$ cat src/rtl/spi_register_controller.sv
// -----------------------------------------------------------------------------
// spi_register_controller
//
// Command sequencer sitting between an SPI slave (SCLK domain) and a register
// file (CLK domain). One SPI transaction is a command byte followed by any
// number of data bytes:
//   command byte : bit 7 = 1 write / 0 read, bits 6:0 = start register address
//   data bytes   : written to, or read from, consecutive registers
//
// The slave's byte-complete strobe and chip select are brought into the CLK
// domain with 2-flop synchronizers and edge-detected. For reads, the register
// at the current address is fetched right after each byte boundary and placed
// on TXByte so the slave can shift it out during the following byte.
//
// Ports
//   CLK        system clock, at least 8x SCLK
//   _RST       asynchronous active-low reset
//   _CS        raw SPI chip select (active-low), asynchronous to CLK
//   ByteDone   slave byte-complete strobe, asynchronous to CLK
//   RXByte     byte received by the slave (stable well past ByteDone)
//   TXByte     byte for the slave to shift out next
//   RegAddr    register file address
//   RegWrData  register write data
//   RegWrEn    one-CLK register write strobe
//   RegRdEn    one-CLK register read strobe (RegRdData valid same cycle)
//   RegRdData  register file read data
//   Busy       high while a (synchronized) chip select is active
//   ErrFlag    sticky flag: an out-of-range register was accessed
// -----------------------------------------------------------------------------
module spi_register_controller #(
    parameter int         NUM_REGS    = 16,
    parameter int         ADDR_WIDTH  = 7,
    parameter logic [7:0] STATUS_BYTE = 8'hA5
) (
    input  logic                  CLK,
    input  logic                  _RST,
    input  logic                  _CS,
    input  logic                  ByteDone,
    input  logic [7:0]            RXByte,
    output logic [7:0]            TXByte,
    output logic [ADDR_WIDTH-1:0] RegAddr,
    output logic [7:0]            RegWrData,
    output logic                  RegWrEn,
    output logic                  RegRdEn,
    input  logic [7:0]            RegRdData,
    output logic                  Busy,
    output logic                  ErrFlag
);

    typedef enum logic [1:0] {
        ST_IDLE  = 2'd0,
        ST_CMD   = 2'd1,
        ST_WRITE = 2'd2,
        ST_READ  = 2'd3
    } state_t;

    state_t state_q, state_d;

    // -------------------------------------------------------------------------
    // Synchronizers and edge detectors
    // -------------------------------------------------------------------------
    logic cs_meta_q, cs_sync_q, cs_prev_q;
    logic bd_meta_q, bd_sync_q, bd_prev_q;
    logic cs_fall;
    logic cs_rise;
    logic byte_edge;

    // Chip select idles high, so its flops come out of reset at 1; otherwise
    // the first cycles after reset would look like a chip-select fall.
    always_ff @(posedge CLK or negedge _RST) begin
        if (!_RST) begin
            cs_meta_q <= 1'b1;
            cs_sync_q <= 1'b1;
            cs_prev_q <= 1'b1;
            bd_meta_q <= 1'b0;
            bd_sync_q <= 1'b0;
            bd_prev_q <= 1'b0;
        end else begin
            // NOTE: non-blocking assignments make every flop sample the value
            // from before this edge, which is what turns this into a shift
            // chain instead of a single flop.
            cs_meta_q <= _CS;
            cs_sync_q <= cs_meta_q;
            cs_prev_q <= cs_sync_q;
            bd_meta_q <= ByteDone;
            bd_sync_q <= bd_meta_q;
            bd_prev_q <= bd_sync_q;
        end
    end

    assign cs_fall   = cs_prev_q & ~cs_sync_q;
    assign cs_rise   = ~cs_prev_q & cs_sync_q;
    // RXByte is used directly on this cycle: the slave holds it for a full
    // SCLK bit after ByteDone, far longer than the synchronizer delay.
    assign byte_edge = bd_sync_q & ~bd_prev_q;

    // -------------------------------------------------------------------------
    // Address helpers
    // -------------------------------------------------------------------------
    function automatic logic in_range(input logic [ADDR_WIDTH-1:0] addr);
        return {1'b0, addr} < (ADDR_WIDTH + 1)'(NUM_REGS);
    endfunction

    // Inside the register window the address wraps at the top of the window;
    // an explicit out-of-range start simply counts up to the ADDR_WIDTH
    // overflow.
    function automatic logic [ADDR_WIDTH-1:0] addr_next(input logic [ADDR_WIDTH-1:0] addr);
        if ({1'b0, addr} == (ADDR_WIDTH + 1)'(NUM_REGS - 1)) begin
            return '0;
        end
        return addr + ADDR_WIDTH'(1);
    endfunction

    // -------------------------------------------------------------------------
    // Output / datapath registers
    // -------------------------------------------------------------------------
    logic [7:0]            tx_q,      tx_d;
    logic [ADDR_WIDTH-1:0] addr_q,    addr_d;
    logic [7:0]            wr_data_q, wr_data_d;
    logic                  wr_en_q,   wr_en_d;
    logic                  rd_en_q,   rd_en_d;
    logic                  busy_q,    busy_d;
    logic                  err_q,     err_d;

    logic [ADDR_WIDTH-1:0] addr_inc;
    logic [ADDR_WIDTH-1:0] cmd_addr;

    assign addr_inc = addr_next(addr_q);
    assign cmd_addr = ADDR_WIDTH'(RXByte[6:0]);

    // -------------------------------------------------------------------------
    // FSM: state register
    // -------------------------------------------------------------------------
    always_ff @(posedge CLK or negedge _RST) begin
        if (!_RST) begin
            state_q <= ST_IDLE;
        end else begin
            state_q <= state_d;
        end
    end

    // -------------------------------------------------------------------------
    // FSM: next-state logic
    // -------------------------------------------------------------------------
    always_comb begin
        // NOTE: assigning a default first means every path drives state_d,
        // so no latch is inferred when a branch leaves it untouched.
        state_d = state_q;
        unique case (state_q)
            ST_IDLE: begin
                if (cs_fall) begin
                    state_d = ST_CMD;
                end
            end
            ST_CMD: begin
                if (cs_rise) begin
                    state_d = ST_IDLE;
                end else if (byte_edge) begin
                    state_d = RXByte[7] ? ST_WRITE : ST_READ;
                end
            end
            ST_WRITE, ST_READ: begin
                if (cs_rise) begin
                    state_d = ST_IDLE;
                end
            end
            default: state_d = ST_IDLE;
        endcase
    end

    // -------------------------------------------------------------------------
    // FSM: output / datapath logic
    // -------------------------------------------------------------------------
    logic                  pf_req;
    logic [ADDR_WIDTH-1:0] pf_addr;

    always_comb begin
        tx_d      = tx_q;
        addr_d    = addr_q;
        wr_data_d = wr_data_q;
        wr_en_d   = 1'b0;
        rd_en_d   = 1'b0;
        busy_d    = busy_q;
        err_d     = err_q;
        pf_req    = 1'b0;
        pf_addr   = addr_q;

        // A write strobe is presented with the address it belongs to, so the
        // auto-increment for writes happens on the cycle after the strobe.
        if (wr_en_q) begin
            addr_d = addr_inc;
        end

        // Second half of a prefetch: the register file answered during the
        // strobe cycle, capture it for the slave.
        if (rd_en_q) begin
            tx_d = RegRdData;
        end

        unique case (state_q)
            ST_IDLE: begin
                if (cs_fall) begin
                    busy_d = 1'b1;
                    err_d  = 1'b0;
                end
            end
            ST_CMD: begin
                if (byte_edge) begin
                    addr_d = cmd_addr;
                    if (!RXByte[7]) begin
                        pf_req  = 1'b1;
                        pf_addr = cmd_addr;
                    end
                end
            end
            ST_WRITE: begin
                if (byte_edge) begin
                    if (in_range(addr_q)) begin
                        wr_en_d   = 1'b1;
                        wr_data_d = RXByte;
                    end else begin
                        err_d  = 1'b1;
                        addr_d = addr_inc;
                    end
                end
            end
            ST_READ: begin
                if (byte_edge) begin
                    addr_d  = addr_inc;
                    pf_req  = 1'b1;
                    pf_addr = addr_inc;
                end
            end
            default: ;
        endcase

        // First half of a prefetch: strobe the register file at the new
        // address, or report the miss and hand the slave a zero byte.
        if (pf_req) begin
            if (in_range(pf_addr)) begin
                rd_en_d = 1'b1;
            end else begin
                tx_d  = 8'h00;
                err_d = 1'b1;
            end
        end

        // End of transaction. A byte arriving on this same cycle has already
        // been handled above (a write strobe survives); a read strobe is
        // dropped because its data would never be shifted out.
        if (state_q != ST_IDLE && cs_rise) begin
            busy_d  = 1'b0;
            tx_d    = STATUS_BYTE;
            rd_en_d = 1'b0;
        end
    end

    always_ff @(posedge CLK or negedge _RST) begin
        if (!_RST) begin
            tx_q      <= STATUS_BYTE;
            addr_q    <= '0;
            wr_data_q <= '0;
            wr_en_q   <= 1'b0;
            rd_en_q   <= 1'b0;
            busy_q    <= 1'b0;
            err_q     <= 1'b0;
        end else begin
            tx_q      <= tx_d;
            addr_q    <= addr_d;
            wr_data_q <= wr_data_d;
            wr_en_q   <= wr_en_d;
            rd_en_q   <= rd_en_d;
            busy_q    <= busy_d;
            err_q     <= err_d;
        end
    end

    assign TXByte    = tx_q;
    assign RegAddr   = addr_q;
    assign RegWrData = wr_data_q;
    assign RegWrEn   = wr_en_q;
    assign RegRdEn   = rd_en_q;
    assign Busy      = busy_q;
    assign ErrFlag   = err_q;

endmodule

$ cat config.mk
export PLATFORM = sky130hd
export DESIGN_NAME = spi_register_controller
export DESIGN_NICKNAME = d
export VERILOG_FILES = /design/src/rtl/spi_register_controller.sv
export SDC_FILE = /design/constraint.sdc
export NUM_CORES = 1
export LEC_CHECK = 0
export CORE_ASPECT_RATIO = 2
export CORE_MARGIN = 2
export CORE_UTILIZATION = 45
export CTS_CLUSTER_DIAMETER = 60
export DETAILED_ROUTE_END_ITERATION = 10
export GPL_TIMING_DRIVEN = 0
export PLACE_DENSITY = 0.76
export SLEW_MARGIN = 20
export SYNTH_ARGS = -nofsm -noshare
export SYNTH_HDL_FRONTEND = slang
export SYNTH_SLANG_ARGS = --single-unit
$ cat constraint.sdc
create_clock -name CLK -period 2.16 [get_ports CLK]
set_clock_uncertainty 0.1 [all_clocks]
set_input_delay 0.648 -clock CLK [delete_from_list [all_inputs] [get_ports CLK]]
set_output_delay 0.648 -clock CLK [all_outputs]
set_load 0.1 [all_outputs]
# After elaboration in Yosys (flattened, before gate mapping)
# Cells that the tools add are included.
[totals]
regBits = 35
input_bits = 20
out_inout_bits = 27
elab_cells = 81
[classes]
add_sub_neg = 1
n_lt_le_gt_ge = 2
eq_ne = 7
muxes = 42
bitwise_logic = 6
reduce_logical = 9
[ops]
columns = ["operator", "count"]
rows = [
  ["$mux 7", 10],
  ["$mux 8", 4],
  ["$pmux 7 s3", 1],
  ["$mux 1", 19],
  ["$lt 7x5->1 const B", 2],
  ["$pmux 7 s2", 1],
  ["$mux 2", 4],
  ["$add 7x1->7 const B", 1],
  ["$eq 7x4->1 const B", 1],
  ["$pmux 2 s3", 1],
  ["$reduce_and 3->1", 2],
  ["$reduce_bool 2->1", 3],
  ["$eq 2x2->1 const B", 2],
  ["$ne 2x2->1 const B", 2],
  ["$pmux 1 s2", 2],
  ["$and 1x1->1", 3],
  ["$ne 3x3->1 const B", 1],
  ["$not 1->1", 3],
  ["$eq 2x1->1 const B", 1],
  ["$logic_not 2->1", 1],
  ["$reduce_and 2->1", 1],
  ["$reduce_or 2->1", 1],
  ["$logic_and 1x1->1", 1],
]

# Depth between registers and ports, before layout
# Gate-level depths: netlist of the first run.
[depth]
depth_word = 9
ltp_mapped = 7
ltp_nobuf = 6

# Worst setup path after synthesis of the first run
# No wires, ideal clock.
[synth_timing]
path_type = "register to register"
start = "reg addr_q[0], in the netlist RegAddr[0]"
end = "reg err_q, in the netlist ErrFlag"
setup_time_ns = 0.127
t_arrival_ns = 2.525
t_required_ns = 1.933
slack_ns = -0.592
path_stages_with_launch = 7
n_path_buf = 0
period_less_slack_ns = 2.752
path_cell_list = "dfrtp_1 > ha_1 > and3_4 > mux2_2 > a21oi_2 > o211ai_4 > a221o_1"
[synth_between]
elab_chain_len = 8
elab_cells_between_ends = 15
classes_between = "1 x add/sub; 2 x order compare; 1 x eq/ne; 11 x mux"
[synth_rtl]
columns = ["item", "line", "source"]
rows = [
  ["start: declaration", "118", "logic [ADDR_WIDTH-1:0] addr_q, addr_d;"],
  ["start signal: assignment", "269", "addr_q <= addr_d;"],
  ["branches (longest 7 deep; another with $add 7x1->7)", "n/a", ""],
  ["$mux 1 (*)", "239", "if (pf_req) begin"],
  ["net err_d", "123", "logic err_q, err_d;"],
  ["end signal: assignment", "274", "err_q <= err_d;"],
  ["end: declaration", "123", ""],
]
# Mark *: on every way through the listed nets, which the timed path passes.
# A chain may end at the register's enable or synchronous reset.

# Worst setup path in the final report of the first run
[layout_timing]
start = "reg tx_q[5], in the netlist TXByte[5]"
end = "out TXByte[5]"
[layout_rtl]
columns = ["item", "line", "source"]
rows = [
  ["start: declaration", "117", "logic [7:0] tx_q, tx_d;"],
  ["start signal: assignment", "268", "tx_q <= tx_d;"],
  ["end: declaration", "40", "output logic [7:0] TXByte,"],
]
# No word-level cell between the ends.

==> run metrics, run 1 <==
layout cell share with drive strength beyond 1=0.339; largest net degree at the start of global routing=22; crit-path leading delay family=buffers and inverters; CTS Root Cell=clkbuf_8; syn_nets=206; most common cell after layout, fill and taps aside=clkdlybuf4s15_2; P&R area growth vs syn=39.1%; IO Pins=47; final setup fails=0; Mapped Area=0.00195 mm^2; Max-Cap Viols=0; Reg clk slew, reported paths=0.07 ns; Starting Density=0.473; power consumption=0.00425 W; TritonCTS Buffers=5; Congestion Overflow GR=0; syn avg cell area=10.6 um^2; first-pass GRT wire length=7960 um; Ant. Diodes=0; All-Layer GR Usage=0.209; Power Dens Cells=1570 mW/mm^2; TritonCTS clock tree=yes; Syn Inst Count=185; CTS HTree Levels=2; die height=97.1 um; Max Clock Freq=472 MHz; sequential area share after synthesis=0.453; synthesis-stage register bit count=35; Residual DRC=0; final worst-path cycle share=0.980; final RePlAce weighted congestion=0.799; Core ar.=0.00413 mm^2; critical path type=register to output port; Post-synth EDFFs=0; Worst Max-Slew Pin Slew=0.550 ns; CP Max Fanout=2; worst skew pair latency=0.29 ns; Synthesis Warnings=0; CP bufs+invs=1; crit end category=output port; Slowest-stage cell, CP=clkdlybuf4s15_2; dpl hpwl=3570 um; max-slew violations=0; routed len/inst=16.0 um; Primary FF master, synth=dfrtp_1; RSZ-0062 raised after global routing=yes; CP Data Required Time=1.41 ns; Hold Vio Cnt, Final=0; vias in the first global route=1721; Clock Path Buffers=2; nets@finish=259; die area=0.00491 mm^2; die width=50.6 um; DR iter-0 viols=50; critical path, cell by cell=clkdlybuf4s15_2; drt first pass iters=4; max incr delay on CP=0.54 ns; crit path time final=2.12 ns; WL final=4660 um; Max-slew headroom=0.635; WP data arrival=1.37 ns; Leakage=1.04 nW; Unique masters post-synth=50; # rows=33; initial antenna violation count=0; IO Port Bufs=46; Post-Route Setup TNS=0 ns; fin util=0.658; via count=1684; min-delay worst type=input port to async pin; outcome=complete, no violations; drt via density=5.79; maximum VDD drop=1070 uV; Clock Sinks=35; FFs w/ async S/R, synth=1.00; commonest cells after routing, fill and taps aside=27 x clkdlybuf4s15_2, 20 x dfrtp_1, 18 x clkdlybuf4s50_1, 14 x nor2_1, 13 x nand2_1; Setup crit start kind=register; Final ANT Viol Nets=0; Filler cells=336
==> cell families after synthesis <==
logic type | share of synthesized area
AOI/OAI and AO/OA | 0.187
xor gates and xnor gates | 0.0269
adders and majority gates | 0.00641
buffers and inverters | 0.0442
DFF | 0.453
muxes | 0.114
and+or+nand+nor | 0.168
==> synthesized netlist by cell type (all sizes together), types with 2 or more instances <==
master | instances | area, um^2
clkbuf | 5 | 18.8
dfrtp | 28 | 701
mux2i | 11 | 110
or3 | 2 | 17.5
mux2 | 10 | 113
and3 | 4 | 35.0
nand3 | 4 | 25.0
o22ai | 3 | 18.8
xor2 | 4 | 35.0
a221o | 2 | 20.0
inv | 4 | 15.0
a21oi | 7 | 38.8
a21boi | 2 | 15.0
a211oi | 4 | 30.0
dfstp | 7 | 184
buf | 7 | 52.5
o21ai | 6 | 30.0
nor3 | 7 | 35.0
xnor2 | 2 | 17.5
a2bb2oi | 2 | 17.5
nor2b | 7 | 43.8
nor2 | 14 | 52.6
o31ai | 3 | 36.3
nand2b | 3 | 18.8
a221oi | 3 | 26.3
nand2 | 13 | 48.8
and2 | 2 | 12.5
a22oi | 4 | 30.0
==> stage by stage <==
stage                     instance area, um^2  hold slack, ns  cells  worst slack, ns
after floorplan                          2000           0.231    185          -0.0153
after global placement                   2530           0.235    283           -0.607
after detailed placement                 2550           0.241    284           -0.281
after CTS                                2710           0.175    292           0.0284
after global routing                     2720           0.194    291        -0.000531
final                                    2720           0.164    291           0.0431
==> final timing paths <==
kind / start / endpoint / slack (ns) / cells past startpoint
worst min-delay path: _RST / RegRdEn$_DFF_PN0_ / 0.16 / 1
worst max register to register: RegAddr[4]$_DFF_PN0_ / RegAddr[3]$_DFF_PN0_ / 0.07 / 6
max in group asynchronous: _RST / cs_prev_q$_DFF_PN1_ / 1.29 / 2
worst max-delay path: TXByte[5]$_DFF_PN1_ / TXByte[5] / 0.04 / 1
worst min register to register: bd_meta_q$_DFF_PN0_ / bd_sync_q$_DFF_PN0_ / 0.26 / 0
min in group CLK: bd_meta_q$_DFF_PN0_ / bd_sync_q$_DFF_PN0_ / 0.26 / 0
==> state kept, by name, summed over array words and instances, names as in the netlist, 2 cells and up <==
signal     cells
RegAddr        7
RegWrData      8
TXByte         8
state_q        2
==> per-layer routing <==
layer / track usage / share of wire / wire length [um]
met1: 0.223 / 0.37 / 1710
met2: 0.367 / 0.53 / 2480
met3: 0.0369 / 0.053 / 246
met4: 0.125 / 0.048 / 224
met5: 0 / 0 / 0
==> power by group <==
group	leakage [nW]	total [W]	switching [W]	internal, W
sequential	0.408	0.00107	0.000161	0.000911
clock	0.0612	0.000611	0.000238	0.000373
combinational	0.569	0.00257	0.00187	0.000695
==> layout make-up <==
cell class / instances / area [um^2] / area share
multi-input combinational: 134 / 1020 / 0.376
sequential: 35 / 910 / 0.335
timing repair buffer: 47 / 517 / 0.190
clock buffer: 6 / 82.6 / 0.0304
buffer: 11 / 70.1 / 0.0258
tap: 52 / 65.1 / 0.0240
clock inverter: 2 / 35.0 / 0.0129
inverter: 4 / 15.0 / 0.00553
==> repair_timing <==
item | CTS | global route
setup buffers | 0 | 0
hold buffers | 0 | 0
setup endpoints to repair | 35 | 9
gates resized for setup | 83 | 2
Power figures use the tool's default switching activity.
==> run 2, diff against run 1 <==
--- a/config.mk
+++ b/config.mk
@@ -5,6 +5,7 @@
 export SDC_FILE = /design/constraint.sdc
 export NUM_CORES = 1
 export LEC_CHECK = 0
+export ABC_AREA = 1
 export CORE_ASPECT_RATIO = 2
 export CORE_MARGIN = 2
 export CORE_UTILIZATION = 45
==> run 2 against run 1 <==
  * Global-route usage grew 3.2 points
  * Cell count grew 24%
  * Synthesized cell count grew 37%
  * Critical path depth is the same
  * Utilization shrank 3.6 points
  * Register-to-register slack gained 0.19 ns
  * Highest routed layer unchanged
==> run metrics, run 2 <==
outcome=complete, no violations; crit path time final=2.11 ns (-0.00333 ns); largest family of logic cells by synthesized area=simple AND/OR/NAND/NOR gates; Clock Sinks=35 (unchanged); CTS Root Cell=clkbuf_8; Slowest-stage cell, CP=clkdlybuf4s15_2; worst r2r src=RegAddr[0]$_DFF_PN0_; WL final=5360 um (+15%); Max-Cap Viols=0 (unchanged); Hold Vio Cnt, Final=0 (unchanged); Crit path depth=1 (unchanged); crit end category=output port; die area=0.00502 mm^2 (+2.3%); reg2reg path depth=13 (+7); drt first pass iters=4 (unchanged); CP bufs+invs=1 (unchanged); FFs w/ async S/R, synth=1.00 (unchanged); max-slew violations=0 (unchanged); Area contributors post-synth=dfrtp_1 35%, nand2_1 13%, dfstp_2 9.2%, o21ai_0 5.3%, inv_1 4.9%; routed len/inst=14.8 um (-7.5%); Syn Inst Count=253 (+37%); largest net degree at the start of global routing=21 (-4.5%); Synthesis Warnings=0 (unchanged); P&R area growth vs syn=33.5%; Compound-Gate Fraction of Synth Area=0.139 (-0.0483); final RePlAce weighted congestion=0.895 (+12%); post-synthesis xor/xnor area fraction=0 (-0.0269); critical path capture point=TXByte[0]; CTS HTree Levels=2 (unchanged); # rows=34 (+3.0%); die width=51.1 um (+1.1%); All-Layer GR Usage=0.241 (+0.0316); vias in the first global route=1993 (+16%); Max-slew headroom=0.631 (-0.00344); CP Data Required Time=1.41 ns (about the same); TritonCTS clock tree=yes; initial antenna violation count=0 (unchanged); Starting Density=0.465 (-0.00738); post-synth top area share=0.350 (-0.00854); Congestion Overflow GR=0 (unchanged); synthesis-stage register bit count=35 (unchanged); final worst-path cycle share=0.978 (-0.00154); die height=98.3 um (+1.2%); Mapped Area=0.00200 mm^2 (+2.4%); Reg clk slew, reported paths=0.07 ns (about the same); Simple-Gate Fraction of Synth Area=0.297 (+0.129); Final ANT Viol Nets=0 (unchanged); Primary FF master, synth=dfrtp_1; Unique masters post-synth=38 (-24%); IO Pins=47 (unchanged); top-count cell post-synth=nand2_1; adder-cell share of the synthesized area=0.00626 (-0.000152); DR iter-0 viols=69 (+38%); Core ar.=0.00430 mm^2 (+4.1%); min-delay worst type=input port to async pin; post-CTS resize count=81 (-2.4%); RSZ-0062 raised after global routing=no; most common cell after layout, fill and taps aside=nand2_1; R2R Path End=TXByte[4]$_DFF_PN0_; post-synthesis mux area share=0.0426 (-0.0715); Max Clock Freq=473 MHz (+0.16%); most frequent cells after synthesis=70 x nand2_1, 28 x dfrtp_1, 26 x inv_1; WP data arrival=1.37 ns (about the same); post-synth top area cell=dfrtp_1; Setup crit start kind=register; Ant. Diodes=0 (unchanged); syn_nets=274 (+33%); Worst Max-Slew Pin Slew=0.556 ns (+0.00518 ns); sequential area share after synthesis=0.442 (-0.0108); nets@finish=328 (+27%); commonest cells after routing, fill and taps aside=70 x nand2_1, 27 x clkdlybuf4s15_2, 26 x inv_1, 24 x dfrtp_1, 21 x o21ai_0; Residual DRC=0 (unchanged); Post-synth EDFFs=0 (unchanged); Placed Instance Area=0.00255 mm^2 (+0.15%); drt via density=5.37 (-7.2%); layout cell share with drive strength beyond 1=0.247 (-0.0922); first-pass GRT wire length=8980 um (+13%); critical path type=register to output port; critical path, cell by cell=clkdlybuf4s15_2; via count=1944 (+15%); TritonCTS Buffers=5 (unchanged); dpl hpwl=4140 um (+16%); IO Port Bufs=46 (unchanged); Critical Path Source=TXByte[0]$_DFF_PN1_; CP Max Fanout=2 (unchanged); syn avg cell area=7.90 um^2 (-25%); worst skew pair latency=0.29 ns (about the same); final instance area=0.00267 mm^2 (-1.7%); max incr delay on CP=0.55 ns (about the same); R2R setup slack=0.26 ns (+0.19 ns); Setup Fix Bufs, Post-CTS=0 (unchanged); crit-path leading delay family=buffers and inverters; Hold-fix buffers, CTS=0 (unchanged); final setup fails=0 (unchanged); Clock Path Buffers=2 (unchanged)
## run 2: cell count changes in the layout (fill, tap and decap cells not counted), moves of 14 or more
| cell | before | now |
|---|---|---|
| nand3_1 | 2 | 16 |
| inv_1 | 4 | 26 |
| o21ai_0 | 6 | 21 |
| nand2_1 | 13 | 70 |
## run 2: layer usage
metal / GRT usage / up-vias / share of wire
met4: 0.131 / 0 / 0.028
li1: - / 942 / -
met2: 0.455 / 76 / 0.57
met5: 0 / - / 0
met1: 0.229 / 914 / 0.35
met3: 0.0459 / 12 / 0.051
## run 2: cell families after synthesis
| group | count (synthesis) |
|---|---|
| AO/OA/AOI/OAI | 48 |
| adder cells (fa/ha/maj) | 1 |
| buffers and inverters | 35 |
| flip-flops | 35 |
| multiplexers | 8 |
| AND/OR/NAND/NOR | 126 |
## run 2: cell type report
class                   instances  area (um^2)
fillers                       393         1630
inverters                      29          110
multi-input cells             183          968
clock buffers                   7         76.3
plain buffers                   6         36.3
flip-flops and latches         35          890
clock inverters                 1         5.00
repair buffers                 47          517
well taps                      54         67.6
## run 2: how the worst min path moves through the flow
| stage | startpoint | end | slack, ns | cells after the start |
|---|---|---|---|---|
| floorplan | bd_meta_q$_DFF_PN0_ | bd_sync_q$_DFF_PN0_ | 0.23 | 0 |
| finish | _RST | RegWrData[3]$_DFFE_PN0P_ | 0.18 | 1 |
| CTS | _RST | RegWrData[3]$_DFFE_PN0P_ | 0.19 | 1 |
| global route | _RST | RegWrData[6]$_DFFE_PN0P_ | 0.21 | 1 |
| global placement | bd_meta_q$_DFF_PN0_ | bd_sync_q$_DFF_PN0_ | 0.23 | 0 |
| detailed placement | bd_meta_q$_DFF_PN0_ | bd_sync_q$_DFF_PN0_ | 0.24 | 0 |
## run 2: worst reg2reg max path, delay by kind of cell, from the launching register on
kind          cells  cell delay, ns
flops             1            0.45
fa+ha+maj         1            0.22
simple gates     12            1.08
## run 2: stage by stage
stage / setup slack, ns / hold slack (ns) / instances / util / setup TNS (ns)
finish: 0.0465 / 0.181 / 362 / 0.621 / 0
global route: 0.00605 / 0.209 / 362 / 0.621 / 0
CTS: 0.0444 / 0.194 / 362 / 0.621 / 0
detailed placement: -0.219 / 0.243 / 354 / 0.595 / -3.40
global placement: -0.470 / 0.234 / 353 / 0.589 / -13.90
floorplan: 0.0277 / 0.231 / 253 / - / 0
Power of run 2 is not shown: default switching activity piles up to over one toggle a cycle in this logic, so the estimate is an artifact.
